`src/rtl/pipe_pkg.sv`:
```
// rtl/pipe_pkg.sv - shared parameters and types for the register scoreboard
// Purpose: default sizing for the scoreboard and the register index type.
// Ports: none (package).
package pipe_pkg;

  localparam int NREG_DEF   = 32;
  localparam int CNT_W_DEF  = 2;
  localparam int STAT_W_DEF = 16;

  typedef logic [4:0] reg_idx_t;

endpackage

```
`src/rtl/sb_counter.sv`:
```
// rtl/sb_counter.sv - saturating up/down in-flight write counter with clear
// Purpose: tracks outstanding writes to one architectural register.
// Ports:
//   clk, rst_n   clock, asynchronous active-low reset
//   clr          synchronous clear, dominates inc/dec
//   inc, dec     count up / down; both together leave the count unchanged
//   cnt          current count (W bits)
module sb_counter #(
  parameter int W = 2
) (
  input  logic         clk,
  input  logic         rst_n,
  input  logic         clr,
  input  logic         inc,
  input  logic         dec,
  output logic [W-1:0] cnt
);

  localparam logic [W-1:0] MAX = {W{1'b1}};

  always_ff @(posedge clk or negedge rst_n) begin
    if (!rst_n) begin
      cnt <= '0;
    end else if (clr) begin
      cnt <= '0;
    end else if (inc && !dec) begin
      if (cnt != MAX) cnt <= cnt + 1'b1;
    end else if (dec && !inc) begin
      // Writeback of a register with nothing in flight is dropped.
      if (cnt != '0) cnt <= cnt - 1'b1;
    end
  end

endmodule

```
`src/rtl/reg_scoreboard.sv`:
```
// rtl/reg_scoreboard.sv - register scoreboard with RAW/saturation stall and stall statistics
// Purpose: tracks in-flight writes per register and holds decode on hazards.
// Ports:
//   clk, rst_n                 clock, asynchronous active-low reset
//   id_valid                   decode holds a valid instruction
//   id_rs1/id_rs2, *_used      source indices and whether they are read
//   id_rd, id_wr               destination index and write enable
//   wb_valid, wb_rd            writeback completing this cycle
//   flush                      clears all tracking on the next edge
//   stall, issue               decode hold / instruction accepted
//   busy_vec                   per-register non-zero counter flags
//   stall_cycles               saturating stall-cycle count
module reg_scoreboard
  import pipe_pkg::*;
#(
  parameter int NREG   = NREG_DEF,
  parameter int CNT_W  = CNT_W_DEF,
  parameter int STAT_W = STAT_W_DEF
) (
  input  logic              clk,
  input  logic              rst_n,
  input  logic              id_valid,
  input  logic [4:0]        id_rs1,
  input  logic [4:0]        id_rs2,
  input  logic              id_rs1_used,
  input  logic              id_rs2_used,
  input  logic [4:0]        id_rd,
  input  logic              id_wr,
  input  logic              wb_valid,
  input  logic [4:0]        wb_rd,
  input  logic              flush,
  output logic              stall,
  output logic              issue,
  output logic [NREG-1:0]   busy_vec,
  output logic [STAT_W-1:0] stall_cycles
);

  localparam logic [CNT_W-1:0]  CNT_MAX  = {CNT_W{1'b1}};
  localparam logic [STAT_W-1:0] STAT_MAX = {STAT_W{1'b1}};

  logic [NREG-1:0][CNT_W-1:0] cnt;
  logic raw_hazard;
  logic sat_hazard;

  // Register 0 is hardwired: no counter, never busy.
  assign cnt[0]      = '0;
  assign busy_vec[0] = 1'b0;

  for (genvar i = 1; i < NREG; i++) begin : g_cnt
    logic inc;
    logic dec;
    assign inc = issue && id_wr && (id_rd == reg_idx_t'(i));
    assign dec = wb_valid && (wb_rd == reg_idx_t'(i));

    sb_counter #(.W(CNT_W)) u_cnt (
      .clk   (clk),
      .rst_n (rst_n),
      .clr   (flush),
      .inc   (inc),
      .dec   (dec),
      .cnt   (cnt[i])
    );

    assign busy_vec[i] = |cnt[i];
  end

  // Hazards look only at registered counters, so a same-cycle writeback
  // does not release the stall until the following cycle.
  assign raw_hazard = (id_rs1_used && busy_vec[id_rs1]) ||
                      (id_rs2_used && busy_vec[id_rs2]);
  // A further write would overflow the destination counter.
  assign sat_hazard = id_wr && (id_rd != '0) && (cnt[id_rd] == CNT_MAX);

  assign stall = id_valid && !flush && (raw_hazard || sat_hazard);
  assign issue = id_valid && !stall && !flush;

  always_ff @(posedge clk or negedge rst_n) begin
    if (!rst_n) begin
      stall_cycles <= '0;
    end else if (stall && (stall_cycles != STAT_MAX)) begin
      stall_cycles <= stall_cycles + 1'b1;
    end
  end

endmodule

```
`config.mk`:
```
export PLATFORM = sky130hd
export DESIGN_NAME = reg_scoreboard
export DESIGN_NICKNAME = d
export VERILOG_FILES = /design/src/rtl/pipe_pkg.sv /design/src/rtl/sb_counter.sv /design/src/rtl/reg_scoreboard.sv
export SDC_FILE = /design/constraint.sdc
export NUM_CORES = 1
export LEC_CHECK = 0
export CAP_MARGIN = 10
export CELL_PAD_IN_SITES_DETAIL_PLACEMENT = 0
export CELL_PAD_IN_SITES_GLOBAL_PLACEMENT = 1
export CORE_MARGIN = 2
export CORE_UTILIZATION = 40
export DETAILED_ROUTE_END_ITERATION = 7
export PLACE_DENSITY_LB_ADDON = 0.1
export SYNTH_ARGS = -nofsm -noshare
export SYNTH_HDL_FRONTEND = slang
export SYNTH_SLANG_ARGS = --single-unit
export TNS_END_PERCENT = 5
```
`constraint.sdc`:
```
create_clock -name clk -period 5 [get_ports clk]
set_input_delay 1 -clock clk [delete_from_list [all_inputs] [get_ports clk]]
set_output_delay 1 -clock clk [all_outputs]
set_load 0.01 [all_outputs]
```
Word-level counts from Yosys, hierarchy flattened
Cells that the tools add are included.
- multiplexer cells: 161
- order comparisons: 3
- reductions and logical operators: 356
- add/sub/neg operators: 63
- equal/unequal tests: 126
- operators with widths (kind ; count):
    2-to-1 mux 2 bit ; 156
    nonzero test 3 bit ; 62
    equality test 5 bit, second input constant ; 32
    logical AND 1 bit ; 134
    inequality test 3 bit, second input constant ; 31
    AND reduction 3 bit ; 31
    equality test 5 x 4 -> 1 bit, second input constant ; 16
    logical NOT 1 bit ; 64
    adder 2 x 1 -> 2 bit, second input constant ; 31
    inequality test 2 bit, second input constant ; 31
    nonzero test 2 bit ; 31
    OR reduction 2 bit ; 31
    subtractor 2 x 1 -> 2 bit, second input constant ; 31
    equality test 5 x 3 -> 1 bit, second input constant ; 8
    equality test 5 x 2 -> 1 bit, second input constant ; 4
    < comparator 5 x 6 -> 1 bit, second input constant ; 3
    adder 16 x 1 -> 16 bit, second input constant ; 1
    inequality test 16 bit, second input constant ; 1
    binary-select mux 1 bit (select 5 bit) ; 2
    binary-select mux 2 bit (select 5 bit) ; 1
    equality test 5 x 1 -> 1 bit, second input constant ; 2
    nonzero test 5 bit ; 1
    equality test 2 bit, second input constant ; 1
    logical OR 1 bit ; 2
    2-to-1 mux 1 bit ; 2
- flip-flop bits (word level): 78
- output and inout bits: 50

Longest topological paths before layout
- depth after elaboration: 17
- depth in mapped cells: 12

Modules after synthesis
From an unflattened synthesis, not the netlist that was laid out.
- cell total of the unflattened synthesis: 722
- area, all modules: 6047.0 um^2
- modules (own cells, without submodules) (module ; cells each ; times used ; area an instance (um^2)):
    sb_counter at g_cnt[10].u_cnt ... ; 12 ; 30 ; 106.4
    reg_scoreboard ; 350 ; 1 ; 2742.6
    sb_counter at g_cnt[31].u_cnt ; 12 ; 1 ; 113.9

Worst setup path after synthesis
No wires, ideal clock.
- path type: in2out
- from: in id_rd[0]
- to: out issue
- path buffers: 3
- path slack: 902 ps
- stages on the path: 10
- required time: 4000 ps
- data arrival time: 3098 ps
- path through: buf_4 buf_2 buf_2 mux2_2 o22ai_1 nor4b_1 o21a_1 o21ai_0 nand2_1 nor2_1
- word-level cells in the longest chain between the ends: 9
- RTL lines (item ; RTL line ; source):
    from (decl) ; reg_scoreboard.sv:27 ; input logic [4:0] id_rd,
    binary-select mux 2 bit (select 5 bit) ; reg_scoreboard.sv:72 ; assign sat_hazard = id_wr && (id_rd != '0) && (cnt[id_rd] == CNT_MAX);
    2-to-1 mux 2 bit (implied by the code) ; reg_scoreboard.sv:72 ;
    equality test 2 bit ; reg_scoreboard.sv:72 ;
    logical AND 1 bit (*) ; reg_scoreboard.sv:72 ;
    logical OR 1 bit (*) ; reg_scoreboard.sv:74 ; assign stall = id_valid && !flush && (raw_hazard || sat_hazard);
    logical AND 1 bit (*) ; reg_scoreboard.sv:74 ;
    logical NOT 1 bit (*) ; reg_scoreboard.sv:75 ; assign issue = id_valid && !stall && !flush;
    logical AND 1 bit (*) (2 in series) ; reg_scoreboard.sv:75 ;
    to (decl) ; reg_scoreboard.sv:33 ; output logic issue,
Mark *: on every way between the ends. The rest lies on a longest branch, timed or not. The select of a mux whose other input is x is not followed.

Final worst setup path
- from: in id_rs1[0]
- to: out stall
- word-level cells in the longest chain between the ends: 6
- RTL lines (item ; RTL line ; source):
    from (decl) ; reg_scoreboard.sv:23 ; input logic [4:0] id_rs1,
    binary-select mux 1 bit (select 5 bit) ; reg_scoreboard.sv:69 ; assign raw_hazard = (id_rs1_used && busy_vec[id_rs1]) ||
    2-to-1 mux 1 bit (implied by the code) ; reg_scoreboard.sv:69 ;
    logical AND 1 bit ; reg_scoreboard.sv:69 ;
    logical OR 1 bit ; reg_scoreboard.sv:69 ;
    logical OR 1 bit ; reg_scoreboard.sv:74 ;
    logical AND 1 bit ; reg_scoreboard.sv:74 ;
    to (decl) ; reg_scoreboard.sv:32 ; output logic stall,
No other way between the ends. The select of a mux whose other input is x is not followed.

==> impl_metrics.yaml <==
setup_path:
  reg2reg_depth: 9
  cp_slowest_cell: "clkdlybuf4s50_1"
  cp-end-kind: "primary output"
  setup.worst_path.class: "input port to primary output"
  r2r_start: "g_cnt[8].u_cnt.cnt[1]$_DFFE_PN0P_"
  cp_slowest_stage_delay_ps: 580
  rrSetupSlack_ps: 1610
  cp-start-kind: "input port"
  cpMostUsedCell: "clkdlybuf4s50_1"
  crit_end: "stall"
  crit_required_ps: 4000
  worstSetupStartpoint: "id_rs1[0]"
  crit_arrival_ps: 3880
  worstPathCellList: "clkdlybuf4s50_1, mux4_2, or3b_2, a41oi_2, nor4_4, buf_4, a21oi_1, clkdlybuf4s50_1"
  timing.rr.end: "g_cnt[13].u_cnt.cnt[0]$_DFFE_PN0P_"
  path_max_fanout: 3
cells_and_area:
  layout-drive-gt1-share_pct: 14.27
  fillers: 1477
  insertedDiodeCount: 0
  syn_to_final_growth_pct: 22.27
  nNetsFinal: 872
  final_cell_mix: "78 x dfrtp_1, 74 x clkdlybuf4s50_1, 68 x nand2_1"
  final_util_pct: 50.42
  layout_commonest_cell: "dfrtp_1"
drt:
  dr.pass1.iters: 6
  detail-route-antenna-nets: 0
  viasPerCell: 6.269
  via_count: 6639
  wirelength_mm: 23.30
  drt-initial-drc-count: 703
  wl_per_cell_um: 22.00
  drc_errors: 0
floorplan:
  die_area_um2: 16810
  start_util_pct: 41.24
  dieWidth_um: 129.7
  core_area_um2: 15310
  die_y_um: 129.7
  num_rows: 45
  ioPinCount: 78
cts:
  holdBufCountCts: 0
  clk_latency_ps: 350
  clock_path_buffers: 2
  cts_tree: "built"
  htreeDepth: 3
  root_buffer: "clkbuf_16"
  cts_made_buffers: 9
  clkSinkCount: 78
  clk_pin_slew_worst_paths_ps: 60
place:
  hpwl_mm: 17.35
  io_buffers: 76
  place.gp.congestion: 0.8981
grt:
  grt_overflow_total: 0
  grt_pass1_vias: 6400
  antenna_found_initial: 0
  grt_pass1_wl_mm: 36.04
  grt_max_degree: 43
  grtUsageTotal_pct: 28.36
synthesis:
  synth.cell_area_um2: 6316
  yosysUniqueCellTypes: 69
  async_reset_ff_share_pct: 100.0
  yosys_warnings: 0
  ys_seq_area_share_pct: 30.90
  synth_edf_count: 0
  syn_nets: 795
  netlist_instances: 766
  synth_seq_cells: 78
  syn_avg_cell_area_um2: 8.246
  ys.flop_type: "dfrtp_1"
timing:
  hold_viol_final: 0
  clock_skew_ps: 7.873
  fmaxAchievable_mhz: 204.8
  drv_slew: 0
  grt_setup_unrepaired: "no"
  period_minus_slack_ps: 4882
  fin_crit_sh_pct: 97.65
  finalSetupViolCount: 0
  worst_pin_slew_ps: 881.0
  fin_tns_setup_ps: 0
  slew_headroom_pct: 41.05
worst_hold_path:
  hp-class: "flop to flop"
  hold_depth: 1
flow_run:
  drv_cap: 0
pwr:
  powerDensity_nw_per_um2: 206.6
  leakagePower_uw: 0.003090
  ir_drop_v: 0.0001807
outcome:
  status: "finished clean"
==> registers in the layout, summed over array words and instances, names as in the netlist <==
| register | flops |
|---|---|
| stall_cycles | 16 |
| g_cnt.u_cnt.cnt | 62 |
==> final cells by class <==
cell class                      instances  area, µm²  area share, %
Sequential cell                        78       1952          25.28
Clock buffer                           10      229.0          2.965
Tap cell                              211      264.0          3.419
Multi-Input combinational cell        606       4039          52.30
Clock inverter                          6      38.79         0.5023
Inverter                               35      131.4          1.701
Timing Repair Buffer                  113       1069          13.84
==> report_power, final <==
| group | total, µW | internal, µW | leakage [µW] | switching [µW] |
|---|---|---|---|---|
| Combinational | 301 | 125 | 0.00188 | 176 |
| Sequential | 671 | 647 | 0.00108 | 23.9 |
| Clock | 624 | 335 | 0.000128 | 289 |
| Total | 1600 | 1110 | 0.00309 | 488 |
==> critical path, delay by kind of cell <==
| kind | cells | cell delay, ps |
|---|---|---|
| buf+inv | 3 | 1320 |
| mux | 1 | 520 |
| simple gates | 2 | 570 |
| compound gates | 2 | 470 |
==> metrics by stage <==
step	setup slack, ps	area, µm²	hold slack [ps]	power [µW]	std cells
floorplan	901.5	6316	496.3	834.6	766
global placement	-66.03	7435	474.2	973.0	1043
detailed placement	-34.87	7435	480.3	978.7	1043
CTS	102.5	7709	497.8	1602	1059
global route	30.34	7722	521.5	1660	1059
finish	117.7	7722	494.3	1596	1059
==> worst min path at each step <==
stage                                    endpoint                               start  slack, ps
2_1_floorplan  g_cnt[19].u_cnt.cnt[0]$_DFFE_PN0P_  g_cnt[19].u_cnt.cnt[0]$_DFFE_PN0P_        500
3_3_place_gp         stall_cycles[12]$_DFFE_PN0P_        stall_cycles[12]$_DFFE_PN0P_        470
3_5_place_dp         stall_cycles[12]$_DFFE_PN0P_        stall_cycles[12]$_DFFE_PN0P_        480
4_1_cts              stall_cycles[12]$_DFFE_PN0P_        stall_cycles[12]$_DFFE_PN0P_        500
5_1_grt              stall_cycles[14]$_DFFE_PN0P_        stall_cycles[14]$_DFFE_PN0P_        520
6_report             stall_cycles[12]$_DFFE_PN0P_        stall_cycles[12]$_DFFE_PN0P_        490
==> logic make-up (layout without fill, tap and decap cells) <==
group | after synthesis | in the layout | synth area share, %
AO/OA/AOI/OAI | 187 | 187 | 19.87
XOR/XNOR | 28 | 28 | 3.883
adder cells (fa/ha/maj) | 1 | 1 | 0.1981
buffers and inverters | 82 | 164 | 5.467
flip-flops | 78 | 78 | 30.90
multiplexers | 33 | 33 | 8.399
other | 1 | 1 | 0.05937
AND/OR/NAND/NOR | 356 | 356 | 31.22
==> routing by layer <==
metal / GRT usage, % / part of all wire [%] / up-vias / routed length, µm
met1: 40.13 / 44 / 3200 / 10360
met5: 0 / 0 / - / 0
met2: 42.96 / 44 / 391 / 10180
met4: 8.539 / 2.3 / 0 / 531
li1: - / - / 3000 / -
met3: 6.978 / 9.6 / 48 / 2237
==> repair_timing <==
item,4_1_cts,5_1_grt
buffers inserted,0,0
resized for setup,1,3
setup endpoints to repair,1,1
==> synth_stat cells, drive strengths merged (4+ instances only) <==
master	n	area share [%]
dfrtp	78	31
nand2	68	4.0
nor2	59	3.5
a21oi	43	3.5
nor3	39	3.3
o21ai	39	3.1
inv	35	2.1
nand4	33	3.3
or2	29	2.9
clkbuf	26	1.5
nand3	26	2.1
xnor2	26	3.6
buf	21	1.8
a211oi	17	2.1
a31oi	17	1.7
nand2b	17	1.7
mux4	15	5.3
and2	13	1.3
nor3b	13	1.5
nor4	13	2.3
o21a	13	1.5
a221oi	11	1.5
mux2	10	1.8
nor2b	10	0.99
or3	10	0.99
a21boi	8	0.95
and3	8	0.79
mux2i	8	1.3
a311oi	7	0.97
nor4b	5	0.69
o211ai	5	0.59
nand4b	4	0.55
o2111ai	4	0.55
(Power assumes the default switching activity.)
